[src/rtl/regfile_port_arbiter_pkg.sv]
// Shared definitions for the register-file port A arbiter: FSM encoding and
// default geometry / retry limit.
package regfile_arb_pkg;

  localparam int DW_DEF        = 16;
  localparam int AW_DEF        = 4;
  localparam int MAX_RETRY_DEF = 4;

  typedef enum logic [2:0] {
    IDLE  = 3'd0,
    SETUP = 3'd1,
    RETRY = 3'd2,
    GRANT = 3'd3,
    DONE  = 3'd4
  } arb_state_e;

  // Counter must be able to hold MAX_RETRY itself.
  function automatic int retry_cnt_width(input int max_retry);
    return (max_retry < 2) ? 1 : $clog2(max_retry + 1);
  endfunction

endpackage

[src/rtl/regfile_port_arbiter_if.sv]
// Port A sharing bundle: pipeline requests, register-file port A and the debug
// read handshake. slave = arbiter side, master = pipeline/debug/register-file side.
interface regfile_port_arbiter_if #(
  parameter int DW = 16,
  parameter int AW = 4
);
  logic          advance;
  logic          wb_we;
  logic [AW-1:0] wb_wa;
  logic [DW-1:0] wb_wd;
  logic [AW-1:0] id_ra;
  logic [DW-1:0] rf_rd1;
  logic [AW-1:0] rf_rwa1;
  logic          rf_we;
  logic          dbg_req;
  logic [AW-1:0] dbg_ra;
  logic          dbg_grant;
  logic [DW-1:0] dbg_rd;
  logic          dbg_err;

  modport slave (
    input  advance, wb_we, wb_wa, wb_wd, id_ra, rf_rd1, dbg_req, dbg_ra,
    output rf_rwa1, rf_we, dbg_grant, dbg_rd, dbg_err
  );

  modport master (
    output advance, wb_we, wb_wa, wb_wd, id_ra, rf_rd1, dbg_req, dbg_ra,
    input  rf_rwa1, rf_we, dbg_grant, dbg_rd, dbg_err
  );
endinterface

[src/rtl/regfile_port_arbiter.sv]
// Shares register-file port A between the pipeline (always wins on advance) and
// debug reads slotted into idle cycles. Optional macro ARB_WB_FWD_EN forwards WB data.
module regfile_port_arbiter
  import regfile_arb_pkg::*;
#(
  parameter int DW        = DW_DEF,
  parameter int AW        = AW_DEF,
  parameter int MAX_RETRY = MAX_RETRY_DEF
) (
  input  logic                  clk,
  input  logic                  rst,
  regfile_port_arbiter_if.slave bus
);

  localparam int CW = retry_cnt_width(MAX_RETRY);

  arb_state_e    state_reg, state_next;
  logic [AW-1:0] ra_reg, ra_next;
  logic [DW-1:0] rd_reg, rd_next;
  logic          err_reg, err_next;
  logic [CW-1:0] retry_reg, retry_next;
  logic [CW-1:0] retry_inc;
  logic          fwd_hit;
  logic [AW-1:0] rwa_mux;

  assign retry_inc = retry_reg + 1'b1;

`ifdef ARB_WB_FWD_EN
  // A WB write to the address being read supplies the post-write value directly.
  assign fwd_hit = bus.advance & bus.wb_we & (bus.wb_wa == ra_reg);
`else
  assign fwd_hit = 1'b0;
`endif

  always_ff @(posedge clk or negedge rst) begin
    if (!rst) begin
      state_reg <= IDLE;
      ra_reg    <= '0;
      rd_reg    <= '0;
      err_reg   <= 1'b0;
      retry_reg <= '0;
    end else begin
      state_reg <= state_next;
      ra_reg    <= ra_next;
      rd_reg    <= rd_next;
      err_reg   <= err_next;
      retry_reg <= retry_next;
    end
  end

  always_comb begin
    state_next = state_reg;
    ra_next    = ra_reg;
    rd_next    = rd_reg;
    err_next   = err_reg;
    retry_next = retry_reg;
    case (state_reg)
      IDLE: begin
        if (bus.dbg_req && !bus.advance) begin
          ra_next    = bus.dbg_ra;
          state_next = SETUP;
        end
      end
      SETUP, RETRY: begin
        if (!bus.dbg_req) begin
          state_next = IDLE;
          retry_next = '0;
          err_next   = 1'b0;
        end else if (fwd_hit) begin
          rd_next    = bus.wb_wd;
          err_next   = 1'b0;
          state_next = GRANT;
        end else if (state_reg == RETRY) begin
          if (!bus.advance) begin
            state_next = SETUP;
          end
        end else if (bus.advance) begin
          // Pipeline stole the port during our setup cycle.
          retry_next = retry_inc;
          if (retry_inc == CW'(MAX_RETRY)) begin
            rd_next    = '0;
            err_next   = 1'b1;
            state_next = GRANT;
          end else begin
            state_next = RETRY;
          end
        end else begin
          rd_next    = bus.rf_rd1;
          err_next   = 1'b0;
          state_next = GRANT;
        end
      end
      GRANT: begin
        if (!bus.dbg_req) begin
          state_next = DONE;
        end
      end
      DONE: begin
        retry_next = '0;
        err_next   = 1'b0;
        state_next = IDLE;
      end
      default: begin
        state_next = IDLE;
      end
    endcase
  end

  always_comb begin
    rwa_mux = bus.id_ra;
    if (bus.advance && bus.wb_we) begin
      rwa_mux = bus.wb_wa;
    end else if (bus.advance) begin
      rwa_mux = bus.id_ra;
    end else if (state_reg == SETUP) begin
      rwa_mux = ra_reg;
    end
  end

  assign bus.rf_rwa1   = rwa_mux;
  assign bus.rf_we     = bus.wb_we & bus.advance;
  assign bus.dbg_grant = (state_reg == GRANT);
  assign bus.dbg_rd    = rd_reg;
  assign bus.dbg_err   = err_reg;

  a_we_only_on_advance: assert property (@(posedge clk) disable iff (!rst)
    bus.rf_we |-> bus.advance);

endmodule

[src/flat_wrapper.sv]
// flat-port wrapper written by rule: the top's interface ports become plain ports
module regfile_port_arbiter_flat import regfile_arb_pkg::*;
#(
  parameter int DW        = DW_DEF,
  parameter int AW        = AW_DEF,
  parameter int MAX_RETRY = MAX_RETRY_DEF
)
  (clk, rst, bus_advance, bus_wb_we, bus_wb_wa, bus_wb_wd, bus_id_ra, bus_rf_rd1, bus_dbg_req, bus_dbg_ra, bus_rf_rwa1, bus_rf_we, bus_dbg_grant, bus_dbg_rd, bus_dbg_err);
  regfile_port_arbiter_if #(.DW(DW), .AW(AW)) bus_i ();
  input  logic clk;
  input  logic rst;
  input wire logic [$bits(bus_i.advance)-1:0] bus_advance;
  input wire logic [$bits(bus_i.wb_we)-1:0] bus_wb_we;
  input wire logic [$bits(bus_i.wb_wa)-1:0] bus_wb_wa;
  input wire logic [$bits(bus_i.wb_wd)-1:0] bus_wb_wd;
  input wire logic [$bits(bus_i.id_ra)-1:0] bus_id_ra;
  input wire logic [$bits(bus_i.rf_rd1)-1:0] bus_rf_rd1;
  input wire logic [$bits(bus_i.dbg_req)-1:0] bus_dbg_req;
  input wire logic [$bits(bus_i.dbg_ra)-1:0] bus_dbg_ra;
  output wire logic [$bits(bus_i.rf_rwa1)-1:0] bus_rf_rwa1;
  output wire logic [$bits(bus_i.rf_we)-1:0] bus_rf_we;
  output wire logic [$bits(bus_i.dbg_grant)-1:0] bus_dbg_grant;
  output wire logic [$bits(bus_i.dbg_rd)-1:0] bus_dbg_rd;
  output wire logic [$bits(bus_i.dbg_err)-1:0] bus_dbg_err;
  assign bus_i.advance = bus_advance;
  assign bus_i.wb_we = bus_wb_we;
  assign bus_i.wb_wa = bus_wb_wa;
  assign bus_i.wb_wd = bus_wb_wd;
  assign bus_i.id_ra = bus_id_ra;
  assign bus_i.rf_rd1 = bus_rf_rd1;
  assign bus_i.dbg_req = bus_dbg_req;
  assign bus_i.dbg_ra = bus_dbg_ra;
  assign bus_rf_rwa1 = bus_i.rf_rwa1;
  assign bus_rf_we = bus_i.rf_we;
  assign bus_dbg_grant = bus_i.dbg_grant;
  assign bus_dbg_rd = bus_i.dbg_rd;
  assign bus_dbg_err = bus_i.dbg_err;
  regfile_port_arbiter #(.DW(DW), .AW(AW), .MAX_RETRY(MAX_RETRY)) u_core (.clk(clk), .rst(rst), .bus(bus_i));
endmodule
[config.mk]
export PLATFORM = sky130hd
export DESIGN_NAME = regfile_port_arbiter_flat
export DESIGN_NICKNAME = d
export VERILOG_FILES = /design/src/rtl/regfile_port_arbiter_pkg.sv /design/src/rtl/regfile_port_arbiter_if.sv /design/src/rtl/regfile_port_arbiter.sv /design/src/flat_wrapper.sv
export SDC_FILE = /design/constraint.sdc
export NUM_CORES = 1
export LEC_CHECK = 0
export ABC_AREA = 1
export CELL_PAD_IN_SITES_DETAIL_PLACEMENT = 1
export CELL_PAD_IN_SITES_GLOBAL_PLACEMENT = 2
export CORE_MARGIN = 1.5
export CORE_UTILIZATION = 22
export DETAILED_ROUTE_END_ITERATION = 6
export GPL_TIMING_DRIVEN = 1
export PLACE_DENSITY_LB_ADDON = 0.12
export SLEW_MARGIN = 20
export SYNTH_ARGS = -nofsm -noshare
export SYNTH_HDL_FRONTEND = slang
export SYNTH_SLANG_ARGS = --single-unit
[constraint.sdc]
create_clock -name clk -period 3.2 [get_ports clk]
set_clock_uncertainty 0.05 [all_clocks]
set_input_delay 0.64 -clock clk [delete_from_list [all_inputs] [get_ports clk]]
set_output_delay 0.64 -clock clk [all_outputs]
set_load 0.03 [all_outputs]
==> results of run 1 <==
-- synthesized netlist by cell type --
cell       n  area [µm²]
nand2_1   66         248
nand3_1   37         185
dfrtp_1   27         676
inv_1     11        41.3
nor2_1     7        26.3
inv_2      3        11.3
nand4_1    3        18.8
o21ai_1    3        15.0
ha_1       2        25.0
nand3_2    2        20.0
buf_2      1        5.00
buf_4      1        7.51
buf_6      1        11.3
clkbuf_1   1        3.75
nand2_4    1        11.3
nand3_4    1        17.5
nor2_4     1        11.3
nor2_8     1        20.0
nor3_1     1        5.00
o21ai_0    1        5.00
o21bai_1   1        7.51
-- routing by layer --
metal	global-route usage	wire length, µm
met5	0	0
met4	0.0356	34
met3	0.0211	215
met2	0.233	1990
met1	0.174	1850
-- logic make-up (layout without fill, tap and decap cells) --
kind of cell,after synthesis,count (layout),synth area share
simple gates,120,120,0.411
flops,27,27,0.493
buf+inv,18,76,0.0584
compound gates,5,5,0.0201
fa+ha+maj,2,2,0.0182
-- stage by stage --
stage | util | cells | hold WS, ns | worst slack (ns)
6_report | 0.344 | 305 | 0.430 | 0.393
5_1_grt | 0.344 | 305 | 0.467 | 0.289
4_1_cts | 0.344 | 305 | 0.436 | 0.361
3_5_place_dp | 0.336 | 301 | 0.411 | 0.361
3_3_place_gp | 0.336 | 301 | 0.404 | 0.397
2_1_floorplan | - | 172 | 0.294 | 1.16
-- power breakdown --
group	internal, µW	switching (µW)
Clock	87.3	110
Combinational	369	590
Sequential	495	107
Total	952	806
-- tightest hold or removal path: cells and delay by family, from the launching register on --
kind	cells	cell delay (ns)
AND/OR/NAND/NOR	2	0.10
flip-flops	1	0.35
-- cell type report --
class / instances / area (µm²) / area share
tap: 75 / 93.8 / 0.0458
sequential: 27 / 676 / 0.330
clock buffer: 3 / 41.3 / 0.0202
multi-input combinational: 127 / 616 / 0.301
inverter: 14 / 52.6 / 0.0257
clock inverter: 1 / 5.00 / 0.00244
timing repair buffer: 58 / 563 / 0.275
-- final timing paths --
path	slack [ns]	to	start
max in group asynchronous	2.15	u_core.retry_reg[2]$_DFFE_PN0P_	rst
min in group asynchronous	0.68	u_core.bus.dbg_rd[9]$_DFFE_PN0P_	rst
min reg2reg	0.43	u_core.bus.dbg_rd[15]$_DFFE_PN0P_	u_core.bus.dbg_rd[15]$_DFFE_PN0P_
max	0.39	bus_rf_we	bus_advance
max reg2reg	1.71	u_core.state_reg[0]$_DFFE_PN0P_	u_core.state_reg[1]$_DFFE_PN0P_
min	0.43	u_core.bus.dbg_rd[15]$_DFFE_PN0P_	u_core.bus.dbg_rd[15]$_DFFE_PN0P_
==> results.json, run 1 <==
{
  "cts_max_level": 1,
  "critPathRequiredTime_ns": 2.51,
  "timing.setup.tns_ns": 0,
  "crit_path_cell_trace": "clkdlybuf4s50_1, nand2_1, inv_1, clkdlybuf4s50_1",
  "clock_sink_count": 27,
  "synth-seq-cells": 27,
  "worst_setup_hold_path_clk_slew_ns": 0.09,
  "hold_path_depth": 2,
  "antennaDiodeCount": 0,
  "critical-path-slowest-cell": "clkdlybuf4s50_1",
  "avgViaCountPerCell": 4.48,
  "synthesis.nets": 223,
  "global_route_total_overflow": 0,
  "maxCapViolations": 0,
  "flow.area_growth_from_synthesis_pct": 49.3,
  "status": "completed",
  "tritoncts": "yes",
  "ios": 72,
  "mostFrequentLayoutCell": "nand2_1",
  "p_total_uw": 1760,
  "dr.first_iter.drc_count": 30,
  "biggest_cell_delay_along_the_critical_path_ns": 0.69,
  "worst_path_most_repeated_cell": "clkdlybuf4s50_1",
  "chipHeight_um": 82.0,
  "yosys_warnings": 0,
  "rsz0062_at_grt": "false",
  "power.static_leakage_uw": 0.00102,
  "detail-route-antenna-nets": 0,
  "critical_path.n_buffers_inverters": 3,
  "route.detailed.drc": 0,
  "die_x_um": 82.0,
  "clock_latency_at_the_later_pin_of_the_worst_skew_pair_ns": 0.27,
  "powerDensity_mw_per_mm2": 859,
  "critPathTopFamily": "buffers and inverters",
  "design.core.area_mm2": 0.00596,
  "crit_fanout": 5,
  "place_hpwl_mm": 3.15,
  "setup.worst_path.class": "in2out",
  "largest_register_ffs": 16,
  "finalCriticalPeriod_ns": 2.81,
  "netlist_cell_types": 21,
  "floorplan.rows": 28,
  "wl_per_cell_um": 13.4,
  "setup_violations": 0,
  "post_dp_cell_area_mm2": 0.00200,
  "portBuffers": 55,
  "critPathArrivalTime_ns": 2.12,
  "class_of_the_tightest_hold_or_removal_check": "reg2reg",
  "gr-usage-all-layers": 0.135,
  "gpl.final_weighted_congestion": 0.750,
  "antenna_violations_before_repair": 0,
  "cp.depth": 4,
  "postSynthAreaPerCell_um2": 7.97,
  "die_area_mm2": 0.00672,
  "syn-cell-area_mm2": 0.00137,
  "setup.worst_path.end_class": "output pin",
  "cts-root-buf": "clkbuf_8",
  "netlist_instances": 172,
  "layout_common_cells": "66 x nand2_1, 51 x clkdlybuf4s50_1, 37 x nand3_1",
  "timing.reg2reg.worst_path_depth": 7,
  "cts.hold.buffers_added": 0,
  "drt-total-wl_mm": 4.09,
  "cts_setup_buffers": 0,
  "fillerInstances": 729,
  "worstMarginPinSlew_ns": 0.355,
  "timing.slew.headroom": 0.763,
  "final_layout_size_suffix_gt1_frac": 0.0870,
  "detail_route.first_pass.iterations": 4,
  "power.ir.vdd_worst_mv": 0.365,
  "share_of_the_clock_period_used_by_the_worst_path_after_layout": 0.877,
  "final_area_mm2": 0.00205,
  "synth.yosys.seq_area_share": 0.493,
  "initial_utilization": 0.230,
  "cp-start-kind": "primary input",
  "ctsResizeCount": 0,
  "grt_pass1_wl_mm": 6.96,
  "cts_bufs_inserted": 3,
  "nNetsFinal": 282,
  "vias_in_the_first_global_route": 1436,
  "final_max_slew_viol_count": 0,
  "clock_path_buffers": 2,
  "vias": 1365,
  "timing.fmax_mhz": 356,
  "grt_start_max_net_pins": 28,
  "hold_violations_final": 0
}
No activity file was read; power rests on OpenSTA's default activity.
==> run 2, diff against run 1 <==
--- a/config.mk
+++ b/config.mk
@@ -8,7 +8,6 @@
 export ABC_AREA = 1
 export CELL_PAD_IN_SITES_DETAIL_PLACEMENT = 1
 export CELL_PAD_IN_SITES_GLOBAL_PLACEMENT = 2
-export CORE_MARGIN = 1.5
 export CORE_UTILIZATION = 22
 export DETAILED_ROUTE_END_ITERATION = 6
 export GPL_TIMING_DRIVEN = 1
==> run 2 against run 1 <==
Net effect:
- global-route usage about the same
- final cell count is the same
- setup slack lost 0.011 ns
- fmax fell by 0.38%
- combinational power is essentially flat
- cell area is the same
- core utilization is the same
- non-clock buffer count did not move
- hold slack gained 0.0028 ns
==> results.json, run 2 (synthesized netlist as in run 1, its figures left out) <==
{
  "status": "completed",
  "mostFrequentLayoutCell": "nand2_1",
  "global_route_total_overflow": 0,
  "setup.worst_path.class": "in2out",
  "die_area_mm2": 0.00655,
  "portBuffers": 55,
  "cts_bufs_inserted": 3,
  "antenna_violations_before_repair": 0,
  "cts-root-buf": "clkbuf_8",
  "detail_route.first_pass.iterations": 3,
  "largest_register_ffs": 16,
  "critPathCapture": "bus_rf_we",
  "class_of_the_tightest_hold_or_removal_check": "reg2reg",
  "critPathRequiredTime_ns": 2.51,
  "setup.worst_path.end_class": "output pin",
  "vias_in_the_first_global_route": 1448,
  "detail-route-antenna-nets": 0,
  "cts_setup_buffers": 0,
  "wl_per_cell_um": 13.4,
  "timing.critical_path.from": "bus_advance",
  "place_hpwl_mm": 3.12,
  "gr-usage-all-layers": 0.134,
  "hp-start": "u_core.bus.dbg_rd[14]$_DFFE_PN0P_",
  "antennaDiodeCount": 0,
  "cts_max_level": 1,
  "layout_common_cells": "66 x nand2_1, 51 x clkdlybuf4s50_1, 37 x nand3_1",
  "final_max_slew_viol_count": 0,
  "cts.hold.buffers_added": 0,
  "floorplan.rows": 28,
  "timing.slew.headroom": 0.755,
  "ios": 72,
  "ctsResizeCount": 0,
  "rsz0062_at_grt": "false",
  "powerDensity_mw_per_mm2": 861,
  "setup_violations": 0,
  "vias": 1355,
  "timing.reg2reg.setup_slack_ns": 1.73,
  "worst_setup_hold_path_clk_slew_ns": 0.10,
  "power.static_leakage_uw": 0.00102,
  "clock_sink_count": 27,
  "flow.area_growth_from_synthesis_pct": 49.3,
  "worstMarginPinSlew_ns": 0.368,
  "grt_pass1_wl_mm": 6.74,
  "clock_path_buffers": 2,
  "maxCapViolations": 0,
  "timing.reg2reg.worst_path_depth": 9,
  "dr.first_iter.drc_count": 18,
  "critical_path.reg2reg.endpoint": "u_core.state_reg[0]$_DFFE_PN0P_",
  "hold_violations_final": 0,
  "chipHeight_um": 81.0,
  "timing.setup.tns_ns": 0,
  "final_layout_size_suffix_gt1_frac": 0.0870,
  "route.detailed.drc": 0,
  "drt-total-wl_mm": 4.07,
  "timing.fmax_mhz": 355,
  "finalCriticalPeriod_ns": 2.82,
  "clock_latency_at_the_later_pin_of_the_worst_skew_pair_ns": 0.27,
  "nNetsFinal": 282,
  "power.ir.vdd_worst_mv": 0.368,
  "initial_utilization": 0.230,
  "critPathArrivalTime_ns": 2.13,
  "crit_fanout": 5,
  "post-route-util": 0.344,
  "worst_r2r_startpoint": "u_core.retry_reg[0]$_DFFE_PN0P_",
  "tritoncts": "yes",
  "share_of_the_clock_period_used_by_the_worst_path_after_layout": 0.881,
  "grt_start_max_net_pins": 28,
  "die_x_um": 81.0,
  "gpl.final_weighted_congestion": 0.776,
  "avgViaCountPerCell": 4.44,
  "cp-start-kind": "primary input",
  "design.core.area_mm2": 0.00596
}
==> run 2: cell counts in the layout (fill, tap and decap cells not counted) <==
Identical to the previous run, type by type.
==> run 2: worst min-delay path by stage <==
stage | endpoint | cells after the start | slack [ns]
floorplan | u_core.bus.dbg_err$_DFFE_PN0P_ | 0 | 0.29
finish | u_core.bus.dbg_rd[14]$_DFFE_PN0P_ | 2 | 0.43
detailed placement | u_core.bus.dbg_rd[10]$_DFFE_PN0P_ | 2 | 0.41
CTS | u_core.bus.dbg_rd[10]$_DFFE_PN0P_ | 2 | 0.44
global route | u_core.bus.dbg_rd[9]$_DFFE_PN0P_ | 2 | 0.46
global placement | u_core.bus.dbg_rd[7]$_DFFE_PN0P_ | 2 | 0.41
==> run 2: worst max-delay path: stages <==
cell and delay [ns]:
clkdlybuf4s50_1 0.51, nand2_1 0.14, inv_1 0.15, clkdlybuf4s50_1 0.68
==> run 2: report_power, final <==
part           total, µW  internal (µW)  switching (µW)
clock                198           87.3             110
sequential           604            495             109
combinational        960            371             590
total               1760            953             809
==> run 2: cell type report <==
cell class / count / area, µm²
Inverter: 14 / 52.6
Sequential cell: 27 / 676
Timing Repair Buffer: 58 / 563
Fill cell: 725 / 3910
Multi-Input combinational cell: 127 / 616
Clock inverter: 1 / 5.00
Clock buffer: 3 / 41.3
Tap cell: 75 / 93.8
==> run 2: layer usage <==
layer | track usage | vias up | part of all wire
met1 | 0.161 | 639 | 0.43
met5 | 0 | - | 0
met4 | 0.0482 | 0 | 0.011
li1 | - | 675 | -
met2 | 0.242 | 37 | 0.51
met3 | 0.0202 | 4 | 0.050
==> run 2: stage by stage <==
stage | setup WS, ns | hold slack (ns) | std cells | power (µW) | area (µm²)
6_report | 0.382 | 0.433 | 305 | 1760 | 2050
3_5_place_dp | 0.365 | 0.412 | 301 | 1590 | 2000
5_1_grt | 0.270 | 0.462 | 305 | 1920 | 2050
4_1_cts | 0.364 | 0.440 | 305 | 1800 | 2050
3_3_place_gp | 0.398 | 0.406 | 301 | 1550 | 2000
2_1_floorplan | 1.16 | 0.294 | 172 | 1200 | 1370
==> run 3, diff against run 2 <==
--- a/config.mk
+++ b/config.mk
@@ -11,6 +11,7 @@
 export CORE_UTILIZATION = 22
 export DETAILED_ROUTE_END_ITERATION = 6
 export GPL_TIMING_DRIVEN = 1
+export MAX_ROUTING_LAYER = met4
 export PLACE_DENSITY_LB_ADDON = 0.12
 export SLEW_MARGIN = 20
 export SYNTH_ARGS = -nofsm -noshare
==> run 3 against run 2 <==
Net effect:
- cell area unchanged
- register-to-register slack about the same
- setup slack about the same
- sequential power about the same
- largest cell class unchanged
- first-iteration DRC count increased by 11%
- sequential cell count unchanged
- wire length increased by 0.52%
- clock-buffer cell count unchanged
- die area unchanged
- global-route usage increased by 0.40 points
- final cell count unchanged
- sequential share of layout area unchanged
==> results.json, run 3 (synthesized netlist as in run 1, its figures left out) <==
{
  "power.ir.vdd_worst_mv": 0.371,
  "timing.fmax_mhz": 355,
  "portBuffers": 55,
  "ios": 72,
  "timing.reg2reg.setup_slack_ns": 1.73,
  "setup.worst_path.end_class": "output pin",
  "critPathArrivalTime_ns": 2.13,
  "antennaDiodeCount": 0,
  "hold_violations_final": 0,
  "avgViaCountPerCell": 4.45,
  "route.detailed.drc": 0,
  "cts-root-buf": "clkbuf_8",
  "critPathRequiredTime_ns": 2.51,
  "grt_start_max_net_pins": 28,
  "share_of_the_clock_period_used_by_the_worst_path_after_layout": 0.880,
  "status": "completed",
  "mostFrequentLayoutCell": "nand2_1",
  "critical_path.reg2reg.endpoint": "u_core.state_reg[0]$_DFFE_PN0P_",
  "powerDensity_mw_per_mm2": 861,
  "worst_setup_hold_path_clk_slew_ns": 0.10,
  "place_hpwl_mm": 3.12,
  "post_dp_cell_area_mm2": 0.00200,
  "setup_violations": 0,
  "clock_latency_at_the_later_pin_of_the_worst_skew_pair_ns": 0.27,
  "final_max_slew_viol_count": 0,
  "flow.area_growth_from_synthesis_pct": 49.3,
  "setup_slack_ns": 0.382,
  "vias_in_the_first_global_route": 1447,
  "hold_path_depth": 2,
  "worst_r2r_startpoint": "u_core.retry_reg[0]$_DFFE_PN0P_",
  "die_x_um": 81.0,
  "detail-route-antenna-nets": 0,
  "drt-total-wl_mm": 4.10,
  "initial_utilization": 0.230,
  "clock_sink_count": 27,
  "chipHeight_um": 81.0,
  "crit_fanout": 5,
  "hp-start": "u_core.bus.dbg_rd[14]$_DFFE_PN0P_",
  "power.static_leakage_uw": 0.00102,
  "detail_route.first_pass.iterations": 3,
  "timing.setup.tns_ns": 0,
  "antenna_violations_before_repair": 0,
  "class_of_the_tightest_hold_or_removal_check": "reg2reg",
  "maxCapViolations": 0,
  "timing.reg2reg.worst_path_depth": 9,
  "clock_path_buffers": 2,
  "final_area_mm2": 0.00205,
  "worst_hold_slack_after_final_layout_ns": 0.433,
  "gpl.final_weighted_congestion": 0.786,
  "vias": 1358,
  "layout_common_cells": "66 x nand2_1, 51 x clkdlybuf4s50_1, 37 x nand3_1",
  "finalCriticalPeriod_ns": 2.82,
  "cts_bufs_inserted": 3,
  "timing.slew.headroom": 0.753,
  "whs_endpoint": "u_core.bus.dbg_rd[14]$_DFFE_PN0P_",
  "design.core.area_mm2": 0.00596,
  "global_route_total_overflow": 0,
  "p_total_uw": 1760,
  "cts_max_level": 1,
  "rsz0062_at_grt": "false",
  "gr-usage-all-layers": 0.138,
  "die_area_mm2": 0.00655,
  "largest_register_ffs": 16,
  "wl_per_cell_um": 13.4,
  "cts_setup_buffers": 0,
  "final_layout_size_suffix_gt1_frac": 0.0870,
  "grt_pass1_wl_mm": 6.73,
  "cp-start-kind": "primary input",
  "tritoncts": "yes",
  "dr.first_iter.drc_count": 20,
  "ctsResizeCount": 0,
  "nNetsFinal": 282,
  "setup.worst_path.class": "in2out",
  "detailedPlace.worstSlack_ns": 0.365,
  "fillerInstances": 725,
  "worstMarginPinSlew_ns": 0.370,
  "cts.hold.buffers_added": 0,
  "floorplan.rows": 28
}
[run 3: area by class of cell]
cell class / instances / area, µm² / share of cell area
multi-input combinational: 127 / 616 / 0.301
clock buffer: 3 / 41.3 / 0.0202
inverter: 14 / 52.6 / 0.0257
tap: 75 / 93.8 / 0.0458
sequential: 27 / 676 / 0.330
clock inverter: 1 / 5.00 / 0.00244
timing repair buffer: 58 / 563 / 0.275
[run 3: layer usage]
layer,vias up,routed length [µm],track usage
met5,-,0,-
met4,0,46,0.0482
met3,4,184,0.0180
met2,37,2090,0.241
met1,641,1770,0.163
li1,676,-,-
[run 3: worst max-delay path by stage]
stage | endpoint | depth (start not counted) | slack [ns] | startpoint
6_report | bus_rf_we | 4 | 0.38 | bus_advance
5_1_grt | bus_rf_we | 4 | 0.27 | bus_advance
4_1_cts | bus_rf_we | 4 | 0.36 | bus_advance
3_5_place_dp | bus_rf_we | 4 | 0.36 | bus_advance
3_3_place_gp | bus_rf_we | 4 | 0.40 | bus_advance
2_1_floorplan | bus_rf_rwa1[0] | 4 | 1.16 | bus_wb_we
[run 3: worst max-delay path, cell delays in order]
cell	delay, ns
clkdlybuf4s50_1	0.51
nand2_1	0.14
inv_1	0.15
clkdlybuf4s50_1	0.68
[run 3: metrics by stage]
step,utilization,cells
3_3_place_gp,0.336,301
3_5_place_dp,0.336,301
2_1_floorplan,-,172
6_report,0.344,305
4_1_cts,0.344,305
5_1_grt,0.344,305
[run 3: report_power, final]
part	leakage, µW	total, µW	internal (µW)	switching, µW
Combinational	0.000651	961	371	590
Sequential	0.000342	604	495	109
Clock	0.0000255	197	87.3	109
Total	0.00102	1760	953	809
